<file path="config.mk">
export PLATFORM = sky130hd
export DESIGN_NAME = ram_arbiter_flat
export DESIGN_NICKNAME = d
export VERILOG_FILES = /design/src/rtl/ram_arbiter_if.sv /design/src/rtl/ram_arbiter.sv /design/src/flat_wrapper.sv
export SDC_FILE = /design/constraint.sdc
export NUM_CORES = 1
export LEC_CHECK = 0
export BUFFER_PORTS_ARGS = -buffer_cell sky130_fd_sc_hd__buf_2
export CORE_MARGIN = 1.5
export CORE_UTILIZATION = 43
export CTS_BUF_LIST = sky130_fd_sc_hd__clkbuf_8
export CTS_CLUSTER_DIAMETER = 60
export DETAILED_ROUTE_END_ITERATION = 10
export PLACE_DENSITY = 0.77
export SLEW_MARGIN = 40
export SYNTH_ARGS = -nofsm -noshare
export SYNTH_HDL_FRONTEND = slang
export SYNTH_SLANG_ARGS = --single-unit
</file>
<file path="constraint.sdc">
create_clock -name clk -period 1.2 [get_ports clk]
set_input_delay 0.12 -clock clk [delete_from_list [all_inputs] [get_ports clk]]
set_output_delay 0.12 -clock clk [all_outputs]
set_load 0.005 [all_outputs]
</file>
<file path="src/rtl/ram_arbiter_if.sv">
// Bundle of the two requester ports and the single RAM port served by ram_arbiter.
interface ram_arbiter_if #(
    parameter int ADDR_W = 4,
    parameter int DATA_W = 8
);
    logic              req0, req1;
    logic              we0, we1;
    logic [ADDR_W-1:0] addr0, addr1;
    logic [DATA_W-1:0] wdata0, wdata1;
    logic              gnt0, gnt1;
    logic              rvalid0, rvalid1;
    logic [DATA_W-1:0] rdata0, rdata1;
    logic              busy;
    logic              ram_en, ram_we;
    logic [ADDR_W-1:0] ram_addr;
    logic [DATA_W-1:0] ram_wdata;
    logic [DATA_W-1:0] ram_rdata;

    // Arbiter side.
    modport slave (
        input  req0, req1, we0, we1, addr0, addr1, wdata0, wdata1, ram_rdata,
        output gnt0, gnt1, rvalid0, rvalid1, rdata0, rdata1, busy,
               ram_en, ram_we, ram_addr, ram_wdata
    );

    // Requesters plus the RAM itself.
    modport master (
        output req0, req1, we0, we1, addr0, addr1, wdata0, wdata1, ram_rdata,
        input  gnt0, gnt1, rvalid0, rvalid1, rdata0, rdata1, busy,
               ram_en, ram_we, ram_addr, ram_wdata
    );
endinterface

</file>
<file path="src/rtl/ram_arbiter.sv">
// Round-robin arbiter and sequencer that serializes two requesters onto one
// single-port synchronous RAM and routes registered read data back to the issuer.
module ram_arbiter #(
    parameter int ADDR_W = 4,
    parameter int DATA_W = 8
) (
    input  logic         clk,
    input  logic         reset,
    ram_arbiter_if.slave bus
);
    typedef enum logic [1:0] {IDLE, ISSUE, RDWAIT, RESP} state_e;

    state_e            state_q, state_d;
    logic              win_q, win_d;
    logic              last_q, last_d;
    logic              we_q, we_d;
    logic [ADDR_W-1:0] addr_q, addr_d;
    logic [DATA_W-1:0] wdata_q, wdata_d;
    logic [DATA_W-1:0] rdata0_q, rdata0_d;
    logic [DATA_W-1:0] rdata1_q, rdata1_d;
    logic              in_issue, in_resp;

    // NOTE: every next-state signal is given its hold value first so no path leaves it unassigned (no latch).
    always_comb begin
        state_d  = state_q;
        win_d    = win_q;
        last_d   = last_q;
        we_d     = we_q;
        addr_d   = addr_q;
        wdata_d  = wdata_q;
        rdata0_d = rdata0_q;
        rdata1_d = rdata1_q;
        case (state_q)
            IDLE: begin
                if (bus.req0 || bus.req1) begin
                    // Contention goes to whoever did not win last; a lone requester always wins.
                    win_d   = (bus.req0 && bus.req1) ? ~last_q : bus.req1;
                    last_d  = win_d;
                    we_d    = win_d ? bus.we1    : bus.we0;
                    addr_d  = win_d ? bus.addr1  : bus.addr0;
                    wdata_d = win_d ? bus.wdata1 : bus.wdata0;
                    state_d = ISSUE;
                end
            end
            ISSUE:  state_d = we_q ? IDLE : RDWAIT;
            RDWAIT: begin
                if (win_q) rdata1_d = bus.ram_rdata;
                else       rdata0_d = bus.ram_rdata;
                state_d = RESP;
            end
            RESP:    state_d = IDLE;
            default: state_d = IDLE;
        endcase
    end

    // NOTE: state registers use non-blocking assignments so all flops update together at the edge.
    always_ff @(posedge clk) begin
        if (reset) begin
            state_q  <= IDLE;
            win_q    <= 1'b0;
            last_q   <= 1'b1;
            we_q     <= 1'b0;
            addr_q   <= '0;
            wdata_q  <= '0;
            rdata0_q <= '0;
            rdata1_q <= '0;
        end else begin
            state_q  <= state_d;
            win_q    <= win_d;
            last_q   <= last_d;
            we_q     <= we_d;
            addr_q   <= addr_d;
            wdata_q  <= wdata_d;
            rdata0_q <= rdata0_d;
            rdata1_q <= rdata1_d;
        end
    end

    // Strobes are gated by reset so a write sitting in ISSUE during reset never reaches the RAM.
    assign in_issue = (state_q == ISSUE) && !reset;
    assign in_resp  = (state_q == RESP)  && !reset;

    assign bus.ram_en    = in_issue;
    assign bus.ram_we    = in_issue && we_q;
    assign bus.ram_addr  = (state_q == ISSUE) ? addr_q  : '0;
    assign bus.ram_wdata = (state_q == ISSUE) ? wdata_q : '0;
    assign bus.gnt0      = in_issue && !win_q;
    assign bus.gnt1      = in_issue &&  win_q;
    assign bus.rvalid0   = in_resp  && !win_q;
    assign bus.rvalid1   = in_resp  &&  win_q;
    assign bus.rdata0    = rdata0_q;
    assign bus.rdata1    = rdata1_q;
    assign bus.busy      = (state_q != IDLE);
endmodule
</file>
<file path="src/flat_wrapper.sv">
// flat-port wrapper written by rule: the top's interface ports become plain ports
module ram_arbiter_flat 
#(
    parameter int ADDR_W = 4,
    parameter int DATA_W = 8
)
  (clk, reset, bus_req0, bus_req1, bus_we0, bus_we1, bus_addr0, bus_addr1, bus_wdata0, bus_wdata1, bus_ram_rdata, bus_gnt0, bus_gnt1, bus_rvalid0, bus_rvalid1, bus_rdata0, bus_rdata1, bus_busy, bus_ram_en, bus_ram_we, bus_ram_addr, bus_ram_wdata);
  ram_arbiter_if #(.ADDR_W(ADDR_W), .DATA_W(DATA_W)) bus_i ();
  input  logic clk;
  input  logic reset;
  input wire logic [$bits(bus_i.req0)-1:0] bus_req0;
  input wire logic [$bits(bus_i.req1)-1:0] bus_req1;
  input wire logic [$bits(bus_i.we0)-1:0] bus_we0;
  input wire logic [$bits(bus_i.we1)-1:0] bus_we1;
  input wire logic [$bits(bus_i.addr0)-1:0] bus_addr0;
  input wire logic [$bits(bus_i.addr1)-1:0] bus_addr1;
  input wire logic [$bits(bus_i.wdata0)-1:0] bus_wdata0;
  input wire logic [$bits(bus_i.wdata1)-1:0] bus_wdata1;
  input wire logic [$bits(bus_i.ram_rdata)-1:0] bus_ram_rdata;
  output wire logic [$bits(bus_i.gnt0)-1:0] bus_gnt0;
  output wire logic [$bits(bus_i.gnt1)-1:0] bus_gnt1;
  output wire logic [$bits(bus_i.rvalid0)-1:0] bus_rvalid0;
  output wire logic [$bits(bus_i.rvalid1)-1:0] bus_rvalid1;
  output wire logic [$bits(bus_i.rdata0)-1:0] bus_rdata0;
  output wire logic [$bits(bus_i.rdata1)-1:0] bus_rdata1;
  output wire logic [$bits(bus_i.busy)-1:0] bus_busy;
  output wire logic [$bits(bus_i.ram_en)-1:0] bus_ram_en;
  output wire logic [$bits(bus_i.ram_we)-1:0] bus_ram_we;
  output wire logic [$bits(bus_i.ram_addr)-1:0] bus_ram_addr;
  output wire logic [$bits(bus_i.ram_wdata)-1:0] bus_ram_wdata;
  assign bus_i.req0 = bus_req0;
  assign bus_i.req1 = bus_req1;
  assign bus_i.we0 = bus_we0;
  assign bus_i.we1 = bus_we1;
  assign bus_i.addr0 = bus_addr0;
  assign bus_i.addr1 = bus_addr1;
  assign bus_i.wdata0 = bus_wdata0;
  assign bus_i.wdata1 = bus_wdata1;
  assign bus_i.ram_rdata = bus_ram_rdata;
  assign bus_gnt0 = bus_i.gnt0;
  assign bus_gnt1 = bus_i.gnt1;
  assign bus_rvalid0 = bus_i.rvalid0;
  assign bus_rvalid1 = bus_i.rvalid1;
  assign bus_rdata0 = bus_i.rdata0;
  assign bus_rdata1 = bus_i.rdata1;
  assign bus_busy = bus_i.busy;
  assign bus_ram_en = bus_i.ram_en;
  assign bus_ram_we = bus_i.ram_we;
  assign bus_ram_addr = bus_i.ram_addr;
  assign bus_ram_wdata = bus_i.ram_wdata;
  ram_arbiter #(.ADDR_W(ADDR_W), .DATA_W(DATA_W)) u_core (.clk(clk), .reset(reset), .bus(bus_i));
endmodule
</file>
==> flow_metrics.py <==
metrics = {
    "status": {
        "status": "finished, violations left",
        "violations": "negative setup slack",
    },
    "sta": {
        "max_freq_mhz": 732,
        "tightest_slew_ps": 469,
        "finClkSkew_ps": 4.74,
        "setup_slack_ps": -166,
        "drv_slew": 0,
        "hold_viol_final": 0,
        "min_period_over_period": 1.14,
        "rsz0062_at_grt": "yes",
        "finalSetupViolations": 49,
        "min_period_ps": 1370,
        "max-slew-margin-rel": 0.687,
    },
    "final_layout": {
        "area_growth_pct": 49.0,
        "final_util": 0.689,
        "drive_gt1_frac": 0.523,
        "fin_cells": 304,
        "nets": 295,
        "diodes": 0,
    },
    "synth": {
        "syn_area_um2": 1590,
        "synth-edff-count": 0,
        "yosysUniqueCellTypes": 27,
        "seq_area_frac_synth": 0.415,
        "yosys-top-cells-area": "dfxtp_1, mux2i_1, a311oi_2",
        "synth_nets": 211,
        "syn_area_per_cell_um2": 9.20,
        "async_flop_share": 0,
        "yosys.area.top_type_share": 0.415,
        "yosysMostFrequentCell": "dfxtp_1",
        "synthTopCellsByCount": "dfxtp_1, nand2_1, nor2_1",
        "yosysWarnings": 0,
        "syn_inst": 173,
        "synth_top_area_cell": "dfxtp_1",
        "ys_seq_elements": 33,
        "synthFlopType": "dfxtp_1",
    },
    "routing": {
        "vias": 1496,
        "dr.pass1.iters": 4,
        "drt_iter0_markers": 42,
        "vias_per_cell": 4.92,
        "wl_um": 3770,
        "remaining_drc_errors": 0,
        "antenna_left": 0,
        "wl_per_cell_um": 12.4,
    },
    "critical_path": {
        "worstPathArrival_ps": 1250,
        "crit_fanout": 7,
        "cp_top_family": "buffers and inverters",
        "critical_path_class": "flip-flop to primary output",
        "critPathBufInv": 4,
        "cp_slowest_cell": "dfxtp_2",
        "cp-end-kind": "primary output",
        "start_kind": "flip-flop",
        "r2r_end": "u_core.addr_q[0]",
        "worst-r2r-setup-slack_ps": -130,
        "cpPeakStageDelay_ps": 330,
        "worstPathCellList": "buf_12 -> buf_4 -> nor2_8 -> inv_4 -> buf_2",
        "reg2reg_depth": 7,
        "required_ps": 1080,
    },
    "power_and_ir_drop": {
        "ir_drop_v": 0.000651,
        "power_leakage_uw": 0.00115,
        "power_uw": 2830,
        "pwr-share-clk": 0.316,
        "p_switching_uw": 754,
        "combPwrFrac": 0.249,
        "p_int_uw": 2080,
        "pwr-share-seq": 0.435,
        "swShare": 0.266,
        "power_density_nw_per_um2": 1200,
    },
    "die": {
        "io_pins": 73,
        "die_w_um": 63.8,
        "core.rowCount": 21,
        "design.die.area_um2": 4070,
        "core_um2": 3440,
        "die_h_um": 63.8,
        "start_util": 0.462,
    },
    "placed_design": {
        "place_hpwl_um": 2580,
        "io_buffers": 72,
        "gp_congestion": 0.775,
        "placedCellCount": 292,
    },
    "global_routing": {
        "grt_antenna_before_repair": 0,
        "grt_use_total": 0.194,
        "grt_first_pass_wirelength_um": 6270,
        "grt_pass1_vias": 1492,
        "grt_start_max_net_pins": 17,
        "grt.overflow.total": 0,
    },
    "run": {
        "maxCapViolations": 0,
    },
    "clock_network": {
        "clkLatencyLatePin_ps": 280,
        "root_buffer": "clkbuf_8",
        "h-tree-depth": 2,
        "cts_tree": "done",
        "clock-sinks": 33,
        "numCtsBuffers": 5,
        "cts_buffer_depth": 2,
        "clkTransAtPathRegs_ps": 60,
    },
    "worst_hold_path": {
        "hold_path_class": "primary input to flip-flop",
        "holdPathStages": 3,
        "min_from": "bus_ram_rdata[4]",
        "holdPathEnd": "u_core.bus.rdata1[4]",
    },
}
-- metrics by stage --
stage | hold WS [ps] | instance area, um2 | worst slack, ps | setup TNS [ps]
floorplan | 264 | 1590 | 34.8 | 0
global placement | 372 | 2080 | -20.1 | -136
global route | 99.6 | 2370 | -211 | -7110
CTS | 89.4 | 2350 | -181 | -4660
finish | 90.0 | 2370 | -166 | -4520
detailed placement | 378 | 2080 | -78.7 | -873
-- power by group through the flow --
stage	Combinational [uW]	Clock (uW)	Sequential [uW]
after floorplan	382	0	1240
after global placement	588	0	1250
after detailed placement	596	0	1260
after CTS	697	926	1230
after global routing	766	973	1240
final	705	896	1230
-- worst max-delay path by stage --
stage / slack [ps] / endpoint / start / cells after the start
2_1_floorplan: 30 / u_core.addr_q[0] / u_core.state_q[0] / 6
3_3_place_gp: -20 / bus_ram_wdata[3] / u_core.state_q[0] / 4
3_5_place_dp: -80 / bus_gnt1 / u_core.state_q[0] / 5
4_1_cts: -180 / bus_ram_wdata[3] / flip-flop / 5
5_1_grt: -210 / bus_ram_wdata[4] / flip-flop / 5
6_report: -170 / bus_busy / flip-flop / 5
-- state kept, by name, summed over array words and instances, names as in the netlist, named ones only --
register,cells
u_core.addr_q,4
u_core.last_q,1
u_core.we_q,1
u_core.bus.rdata0,8
u_core.bus.rdata1,8
u_core.wdata_q,8
u_core.state_q,1
u_core.win_q,1
-- cells by family (layout without fill, tap and decap cells) --
logic type	Yosys count	in the layout	synth area share
buffers and inverters	16	101	0.0652
multiplexers	16	16	0.101
flip-flops	33	33	0.415
AND/OR/NAND/NOR	76	76	0.238
AO/OA/AOI/OAI	32	32	0.181
-- tightest hold or removal path: stages --
cell	delay (ps)
buf_2	80
mux2i_1	60
nor2_1	70
-- timing repair --
action,CTS,global route
hold buffers,0,0
pin swaps,17,4
endpoints found under the setup margin,45,50
cloned,1,0
setup buffers,3,0
resized for setup,37,4
-- layout by cell type, fill, tap and decap left out, types with 2 or more instances in the layout --
cell type,instances
a311oi_1,3
clkbuf_8,7
nor2b_1,2
buf_4,11
nor3_2,2
nor3b_2,2
and2_4,11
mux2i_1,16
nand2_1,29
buf_6,16
nor2_4,2
a311oi_2,10
buf_12,4
a21oi_1,14
dfxtp_1,31
o21ai_1,2
nor2_1,18
buf_2,61
and2_1,3
-- cell type report --
type,instances,area (um2)
clock inverters,1,5.00
clock buffers,7,96.3
well taps,46,57.6
inverters,1,6.26
flip-flops and latches,33,666
fillers,283,1070
repair buffers,92,648
multi-input cells,124,892
-- layer usage --
metal | GRT usage | up-vias | routed length [um]
li1 | - | 758 | -
met1 | 0.216 | 678 | 1560
met2 | 0.355 | 57 | 1930
met3 | 0.0528 | 3 | 270
met4 | 0.0571 | 0 | 20
met5 | 0 | - | 0
Note: power is estimated with default switching activity, not from simulation.
